File: src/rtl/dcache_ctrl.sv
// Direct-mapped, write-through, no-write-allocate data cache controller.
// The cache has one 32-bit word per line and issues one backing-memory transaction at a time.
module dcache_ctrl #(
  parameter int INDEX_BITS = 4,
  parameter int TAG_BITS   = 8
) (
  input  logic                           clk,
  input  logic                           rst,
  input  logic                           cpu_req,
  input  logic                           cpu_we,
  input  logic [31:0]                    cpu_addr,
  input  logic [31:0]                    cpu_wdata,
  output logic                           cpu_ready,
  output logic                           cpu_resp,
  output logic [31:0]                    cpu_rdata,
  output logic                           mem_req,
  output logic                           mem_we,
  output logic [INDEX_BITS+TAG_BITS-1:0] mem_addr,
  output logic [31:0]                    mem_wdata,
  input  logic                           mem_ack,
  input  logic [31:0]                    mem_rdata,
  output logic [1:0]                     fsm_state
);

  localparam int AW    = INDEX_BITS + TAG_BITS;
  localparam int LINES = 1 << INDEX_BITS;

  // Handshakes: a CPU request is taken on any edge with cpu_req && cpu_ready and
  // answered by exactly one cpu_resp pulse; a memory request (mem_req and its
  // qualifiers) is held unchanged until the edge on which mem_ack is seen.
  typedef enum logic [1:0] {
    IDLE  = 2'd0,
    FILL  = 2'd1,
    WRITE = 2'd2
  } state_t;

  state_t state, state_next;

  logic [LINES-1:0]    valid;
  logic [TAG_BITS-1:0] tags [LINES];
  logic [31:0]         data [LINES];

  logic [INDEX_BITS-1:0] req_index;
  logic [TAG_BITS-1:0]   req_tag;
  logic [INDEX_BITS-1:0] fill_index;
  logic [TAG_BITS-1:0]   fill_tag;
  logic                  hit;
  logic                  unused_addr_bits;

  logic load_hit;
  logic issue_fill;
  logic issue_write;
  logic complete;
  logic fill_done;

  assign req_index        = cpu_addr[INDEX_BITS+1:2];
  assign req_tag          = cpu_addr[AW+1:INDEX_BITS+2];
  assign unused_addr_bits = ^{cpu_addr[31:AW+2], cpu_addr[1:0]};

  // The outstanding request's line is recovered from the held memory address.
  assign fill_index = mem_addr[INDEX_BITS-1:0];
  assign fill_tag   = mem_addr[AW-1:INDEX_BITS];

  assign hit       = valid[req_index] && (tags[req_index] == req_tag);
  assign cpu_ready = (state == IDLE);
  assign fsm_state = state;

  always_comb begin
    state_next  = state;
    load_hit    = 1'b0;
    issue_fill  = 1'b0;
    issue_write = 1'b0;
    complete    = 1'b0;
    fill_done   = 1'b0;
    case (state)
      IDLE: begin
        if (cpu_req) begin
          if (cpu_we) begin
            issue_write = 1'b1;
            state_next  = WRITE;
          end else if (hit) begin
            load_hit = 1'b1;
          end else begin
            issue_fill = 1'b1;
            state_next = FILL;
          end
        end
      end
      FILL: begin
        if (mem_ack) begin
          complete   = 1'b1;
          fill_done  = 1'b1;
          state_next = IDLE;
        end
      end
      WRITE: begin
        if (mem_ack) begin
          complete   = 1'b1;
          state_next = IDLE;
        end
      end
      default: state_next = IDLE;
    endcase
  end

  always_ff @(posedge clk) begin
    if (rst) begin
      state     <= IDLE;
      valid     <= '0;
      cpu_resp  <= 1'b0;
      cpu_rdata <= 32'd0;
      mem_req   <= 1'b0;
      mem_we    <= 1'b0;
      mem_addr  <= '0;
      mem_wdata <= 32'd0;
    end else begin
      state    <= state_next;
      cpu_resp <= load_hit || complete;
      if (load_hit) begin
        cpu_rdata <= data[req_index];
      end
      if (issue_fill || issue_write) begin
        mem_req  <= 1'b1;
        mem_we   <= issue_write;
        mem_addr <= cpu_addr[AW+1:2];
        if (issue_write) begin
          mem_wdata <= cpu_wdata;
        end
      end
      if (complete) begin
        mem_req <= 1'b0;
        mem_we  <= 1'b0;
      end
      if (fill_done) begin
        valid[fill_index] <= 1'b1;
        cpu_rdata         <= mem_rdata;
      end
    end
  end

  // Tag/data storage carries no reset; a store miss leaves the line untouched.
  always_ff @(posedge clk) begin
    if (!rst) begin
      if (fill_done) begin
        tags[fill_index] <= fill_tag;
        data[fill_index] <= mem_rdata;
      end else if (issue_write && hit) begin
        data[req_index] <= cpu_wdata;
      end
    end
  end

endmodule

File: config.mk
export PLATFORM = sky130hd
export DESIGN_NAME = dcache_ctrl
export DESIGN_NICKNAME = d
export VERILOG_FILES = /design/src/rtl/dcache_ctrl.sv
export SDC_FILE = /design/constraint.sdc
export NUM_CORES = 1
export LEC_CHECK = 0
export ABC_CLOCK_PERIOD_IN_PS = 5500
export BUFFER_PORTS_ARGS = -buffer_cell sky130_fd_sc_hd__buf_2
export CORE_UTILIZATION = 48
export DETAILED_ROUTE_END_ITERATION = 10
export PLACE_DENSITY = 0.72
export SYNTH_ARGS = -nofsm -noshare
export SYNTH_HDL_FRONTEND = slang
export SYNTH_SLANG_ARGS = --single-unit
File: constraint.sdc
create_clock -name clk -period 5.5 [get_ports clk]
set_clock_uncertainty 0.1 [all_clocks]
set_input_delay 0.55 -clock clk [delete_from_list [all_inputs] [get_ports clk]]
set_output_delay 0.55 -clock clk [all_outputs]
set_load 0.03 [all_outputs]
### Word-level counts from Yosys, hierarchy flattened

Memories as Yosys holds them, arrays and structs flattened.
Cells that the tools add are included.

| cells by class | value |
|---|---|
| bitwise logic cells | 1 |
| magnitude comparators | 3 |
| mux-type cells | 35 |
| reductions and logical operators | 12 |
| equality and inequality tests | 6 |

Operator list:

| kind | number |
|---|---|
| 32-bit 2-to-1 mux | 3 |
| 32-bit OR reduction | 1 |
| 1-bit 2-to-1 mux | 24 |
| 16-bit OR | 1 |
| 4-bit by 5-bit < comparator with 1-bit output, second input constant | 2 |
| 8-bit equality test | 1 |
| 2-bit 2-to-1 mux | 4 |
| 1-bit binary-select mux with 4-bit select | 1 |
| 1-bit demux with 4-bit select | 1 |
| 4-bit by 1-bit greater-or-equal comparator with 1-bit output, second input constant | 1 |
| 4-bit 2-to-1 mux | 1 |
| 2-bit one-hot mux with 2 select lines | 1 |
| 2-bit OR reduction | 2 |
| 1-bit logical AND | 3 |
| 3-bit != test, second input constant | 1 |
| 3-bit AND reduction | 1 |
| 2-bit by 1-bit equality test with 1-bit output, second input constant | 1 |
| 2-bit equality test, second input constant | 1 |
| 2-bit zero test | 1 |
| 1-bit logical OR | 2 |
| 2-bit by 1-bit != test with 1-bit output, second input constant | 1 |
| 2-bit != test, second input constant | 1 |
| 2-bit AND reduction | 1 |
| 2-bit nonzero test | 1 |

| storage, ports and cells | value |
|---|---|
| word-level logic and storage cells | 67 |
| bits in writable memories | 640 |
| bits of input ports | 101 |
| memories | 2 |
| register bits after elaboration | 97 |
| output and inout port bits | 82 |

Memory list:

| memory | depth | bits a word | read ports | clocked after Yosys merged registers in | wr ports | RTL line | source |
|---|---|---|---|---|---|---|---|
| data | 16 | 32 | 1 | 0 | 1 | 41 | `logic [31:0] data [LINES];` |
| tags | 16 | 8 | 1 | 0 | 1 | 40 | `logic [TAG_BITS-1:0] tags [LINES];` |

### Depth between registers and ports, before layout

| depth | value |
|---|---|
| depth in word-level cells | 10 |
| mapped depth | 13 |

### Least setup slack after synthesis

OpenSTA, ideal clock, no wires.

| path | value |
|---|---|
| path type | input to register |
| start point | in cpu_addr[2] |
| end point | mem data[15][0] (enable) |
| path buffers | 4 |
| data required time | 4.934 ns |
| cell stages on the path | 11 |
| setup time | 0.466 ns |
| data arrival time | 5.175 ns |
| path slack | -0.240 ns |
| cells stage by stage | buf_2 buf_2 mux4_2 mux2i_1 nand3b_1 a2111oi_2 and4b_1 buf_6 buf_12 nand3_4 o21ai_0 |

| between the ends | value |
|---|---|
| word-level cells in the longest chain between the ends | 10 |

Ends and longest elaborated chain:

| element | RTL line | source |
|---|---|---|
| start: declaration | 11 | `input logic [31:0] cpu_addr,` |
| memory 16 x 8 bit or 1-bit binary-select mux with 4-bit select (tied branches) | n/a |  |
| 8-bit equality test or 1-bit 2-to-1 mux (tied branches) | 64 | `assign hit = valid[req_index] && (tags[req_index] == req_tag);` |
| 1-bit logical AND | 64 |  |
| 1-bit logical AND | 147 | `end else if (issue_write && hit) begin` |
| 1-bit 2-to-1 mux | 147 |  |
| 1-bit 2-to-1 mux | 144 | `if (fill_done) begin` |
| 1-bit 2-to-1 mux | 143 | `if (!rst) begin` |
| 1-bit 2-to-1 mux (implied by the code) | 148 | `data[req_index] <= cpu_wdata;` |
| 32-bit OR reduction (no line) | n/a |  |
| 4-bit 2-to-1 mux (no line) or 1-bit 2-to-1 mux (tied branches) | n/a |  |
| end: declaration | 41 |  |

Parallel ways exist; a longest one is shown, timed or not. The select of a mux whose other input is x is not followed.

### Final worst setup path

| path | value |
|---|---|
| start point | in cpu_addr[3] |
| end point | mem data[12][27], data pin |

| between the ends | value |
|---|---|
| word-level cells in the longest chain between the ends | 10 |

Ends and longest elaborated chain:

| element | RTL line |
|---|---|
| memory 16 x 8 bit or 1-bit binary-select mux with 4-bit select (tied branches) | n/a |
| 8-bit equality test or 1-bit 2-to-1 mux (tied branches) | 64 |
| 1-bit logical AND * | 64 |
| 1-bit logical AND * | 147 |
| 1-bit 2-to-1 mux * | 147 |
| 1-bit 2-to-1 mux * | 144 |
| 1-bit 2-to-1 mux * | 143 |
| 1-bit 2-to-1 mux (implied by the code) * | 148 |
| 32-bit OR reduction (no line) * | n/a |
| 32-bit 2-to-1 mux (no line) * | n/a |

Mark *: on every way between the ends. The rest lies on a longest branch, timed or not. The select of a mux whose other input is x is not followed.

==> summary.md <==
| Metric | Value |
|---|---|
| Worst relative slew slack | `between 20 and 30%` |
| Global-route total usage across every layer | `22.69%` |
| Maximum number of pins on one net before global-route repair | `between 70 and 80` |
| Critical setup path kind | `input port to flop` |
| Final-layout setup total negative slack | `0 ns` |
| Setup repair after global routing missed its margin | `false` |
| Cell count of the worst hold path | `3` |
| Number of antenna cells inserted | `0` |
| Sinks on the clock net | `737` |
| Pwr dens | `approximately 360 nW/um2` |
| Worst reg2reg setup slack | `~1.4 ns` |
| Final Instance Area | `33730 um2` |
| Worst r2r src | `tags[3][2]` |
| CTS tree | `built` |
| Max-slew violation count | `0` |
| Total vias in the final route | `16041` |
| Effective utilization at floorplan | `between 40% and 50%` |
| HPWL after DPL | `38590 um` |
| Final hold vios | `0` |
| Final setup fails | `0` |
| Clock transition at path regs | `around 0.060 ns` |
| GR met2 Demand/Resource | `between 30% and 40%` |
| Max Clock Freq | `241.3 MHz` |
| Critical Path AT | `about 4.4 ns` |
| M3 GR Usage | `4.514%` |
| Overflow left after global routing | `0` |
| Via count of the first global-routing pass | `around 16000` |
| Type of origin of the critical path | `input port` |
| Static leakage | `11.44 nW` |
| Mean number of vias per cell | `slightly above 6` |
| I/O Buffers | `~160` |
| CP Data Required Time | `around 5.7 ns` |
| Worst-Skew Late Latency | `between 0.6 and 0.7 ns` |
| Fraction of layout cells with a size suffix above 1 | `a little under a third` |
| Crit Reg-Reg Endpoint | `data[12][27]` |
| Min-Delay Startpoint | `cpu_wdata[13]` |
| Floorplan die area | `between 60000 and 70000 um2` |
| Critical Path Start | `cpu_addr[3]` |
| Met1 global-route usage | `31.01%` |
| Final-layout worst hold slack | `~0.074 ns` |
| Number of design rule violations left after detail routing | `0` |
| Sequential share of the synthesized area | `roughly 72%` |
| Worst r2r path cells | `8` |
| Share of the clock period used by the worst path | `between 70% and 80%` |
| Post-cts hold buffer count | `0` |
| Post-layout net count | `between 1500 and 2000` |
| Total I/O pin count | `between 150 and 200` |
| Maximum clock insertion buffer count | `3` |
| Iteration-0 DRC Markers | `1573` |
| Routed wire per std cell | `approximately 26 um` |
| Number of non-filler instances in the completed layout | `about 2700` |
| First-pass DRT Iterations | `5` |
| Avg Inst Size Synth | `18.10 um2` |
| Layout overhead on the synthesized area | `15.00%` |
| Number of antenna violations at the first check in global routing | `2` |
| Count of unique library cells instantiated by Yosys | `58` |
| Most used DFF post-synth | `sky130_fd_sc_hd__edfxtp_1` |
| Area of the multi-input gates | `approximately 7700 um2` |
| Post-synthesis cell area | `29330 um2` |
| Synth Net Count | `1724` |
| Hold Path End | `mem_wdata[13]` |
| Fill cell instance count of the final layout | `4495` |
| Global route hottest layer | `met2` |
| Number of setup buffers added after CTS | `0` |
| Root buffer cell | `sky130_fd_sc_hd__clkbuf_16` |
| Placed Area | `~31000 um2` |
| Class of the worst hold path | `input port to flop` |
| Highest-count cells in the layout ignoring fill and taps | `sky130_fd_sc_hd__edfxtp_1 (640), sky130_fd_sc_hd__nand2_1 (183), sky130_fd_sc_hd__mux4_2 (178)` |
| Routed WL | `between 60000 and 70000 um` |
| Horizontal die dimension | `249.2 um` |
| Asr flop ratio synth | `0%` |
| Result of the run | `finished, final reports clean` |
| Final estimated routing congestion in global placement | `around 0.83` |
| Combined flip-flop and latch cell area | `between 20000 and 25000 um2` |
| Clock buffer count from CTS | `75` |
| Synthesis Warnings | `0` |
| Number of enable-type register cells in the synthesized netlist | `640` |
| Number of resized instances in the post-cts repair step | `0` |
| Most common cell after layout, fill and taps aside | `sky130_fd_sc_hd__edfxtp_1` |
| Minimum clock period | `roughly 4.1 ns` |
| Flops & latches, synth | `737` |
| Placed cell count | `roughly 2500` |
| H-tree depth | `3` |
| Final antenna-violating net count | `0` |
| Maximum vdd ir drop | `between 0.2 and 0.3 mV` |
| Max cap viols | `0` |
| Floorplan row count | `90` |
| Power after layout | `around 12 mW` |
| Crit Path Max Fanout | `45` |
| First-pass GRT wire length | `between 100000 and 150000 um` |
| Endpoint class of the critical path | `flop` |
| Vertical extent of the die | `about 250 um` |
| Measured slew at the worst slew-check pin | `approximately 1.1 ns` |
| Syn Inst Count | `1621` |
| Core outline area | `between 60000 and 70000 um2` |
## synthesized netlist by cell type, types with 3 or more instances
library cell,number,area (um2)
sky130_fd_sc_hd__mux4_2,178,4009
sky130_fd_sc_hd__mux4_1,3,78.83
sky130_fd_sc_hd__or2_2,4,25.02
sky130_fd_sc_hd__mux2i_1,49,490.5
sky130_fd_sc_hd__nor3_1,71,355.3
sky130_fd_sc_hd__dfxtp_1,97,1942
sky130_fd_sc_hd__o211ai_1,4,30.03
sky130_fd_sc_hd__nand2_1,184,690.7
sky130_fd_sc_hd__edfxtp_1,640,19220
sky130_fd_sc_hd__nand3_1,5,25.02
sky130_fd_sc_hd__clkbuf_1,49,183.9
sky130_fd_sc_hd__nand2b_1,31,193.9
sky130_fd_sc_hd__nor2_1,22,82.58
sky130_fd_sc_hd__nand3b_1,3,22.52
sky130_fd_sc_hd__buf_2,20,100.1
sky130_fd_sc_hd__buf_1,13,48.80
sky130_fd_sc_hd__nor2b_1,9,56.30
sky130_fd_sc_hd__xor2_1,4,35.03
sky130_fd_sc_hd__o21ai_0,16,80.08
sky130_fd_sc_hd__a22o_1,3,26.28
sky130_fd_sc_hd__a31oi_1,3,18.77
sky130_fd_sc_hd__o22ai_1,11,68.82
sky130_fd_sc_hd__a21oi_1,68,340.3
sky130_fd_sc_hd__nor4_1,3,18.77
sky130_fd_sc_hd__buf_6,7,78.83
sky130_fd_sc_hd__buf_4,9,67.56
sky130_fd_sc_hd__inv_1,27,101.4
sky130_fd_sc_hd__o21ai_1,5,25.02
sky130_fd_sc_hd__mux2_2,45,506.7
## where the power goes
part,total (mW),switching (mW),internal (mW)
clock network,5.11,2.12,3.00
registers,6.17,0.0492,6.12
logic,0.739,0.455,0.285
## metrics by stage
stage                     worst slack [ns]  utilization (%)
after floorplan                    -0.2322                -
after global placement              0.8479            51.77
after detailed placement            0.7347            51.77
after CTS                            1.369            55.89
after global routing                 1.241            55.89
final                                1.356            55.89
## registers in the layout (all words and copies together), names as in the netlist
register and count:
mem_addr 12, tags 128, data 512, mem_req 1
fsm_state 2, valid 16, mem_wdata 32, mem_we 1
cpu_resp 1, cpu_rdata 32
## worst max-delay path by stage
| stage | end | slack (ns) | cells past startpoint |
|---|---|---|---|
| 3_3_place_gp | data[14][26] | 0.85 | 10 |
| 6_report | data[12][27] | 1.36 | 10 |
| 2_1_floorplan | data[4][0] | -0.23 | 11 |
| 5_1_grt | data[0][26] | 1.24 | 10 |
| 3_5_place_dp | data[7][20] | 0.73 | 10 |
| 4_1_cts | data[4][4] | 1.37 | 10 |
## critical path, cell delays in order
cell	delay [ns]
sky130_fd_sc_hd__buf_6	0.19
sky130_fd_sc_hd__buf_4	0.59
sky130_fd_sc_hd__mux4_2	0.42
sky130_fd_sc_hd__xor2_1	0.16
sky130_fd_sc_hd__nand2_1	0.08
sky130_fd_sc_hd__o21ai_0	0.15
sky130_fd_sc_hd__a2111oi_4	0.54
sky130_fd_sc_hd__and4b_2	0.58
sky130_fd_sc_hd__buf_4	0.51
sky130_fd_sc_hd__mux2_2	0.53
## cells by family (layout without fill, tap and decap cells)
logic type                 count (synthesis)  count (layout)  synth area share [%]
adders and majority gates                  2               2               0.08529
AOI/OAI and AO/OA                        127             127                 2.627
DFF                                      737             737                 72.13
xor gates and xnor gates                   6               6                0.1791
muxes                                    275             275                 17.33
buffers and inverters                    127             374                 2.116
and+or+nand+nor                          347             347                 5.524
## metal layers
layer  vias to the layer above  routed length (um)
li1                       6788                   -
met1                      8301               27710
met2                       806               34110
met3                       144                5859
met4                         2                1862
met5                         -                  10
## cell type report
type / instances / share of cell area, %
clock inverter: 48 / 1.428
multi-input combinational: 757 / 22.81
clock buffer: 90 / 5.946
tap: 782 / 2.900
sequential: 737 / 62.73
inverter: 27 / 0.3004
timing repair buffer: 209 / 3.891
Power figures use the tool's default switching activity.
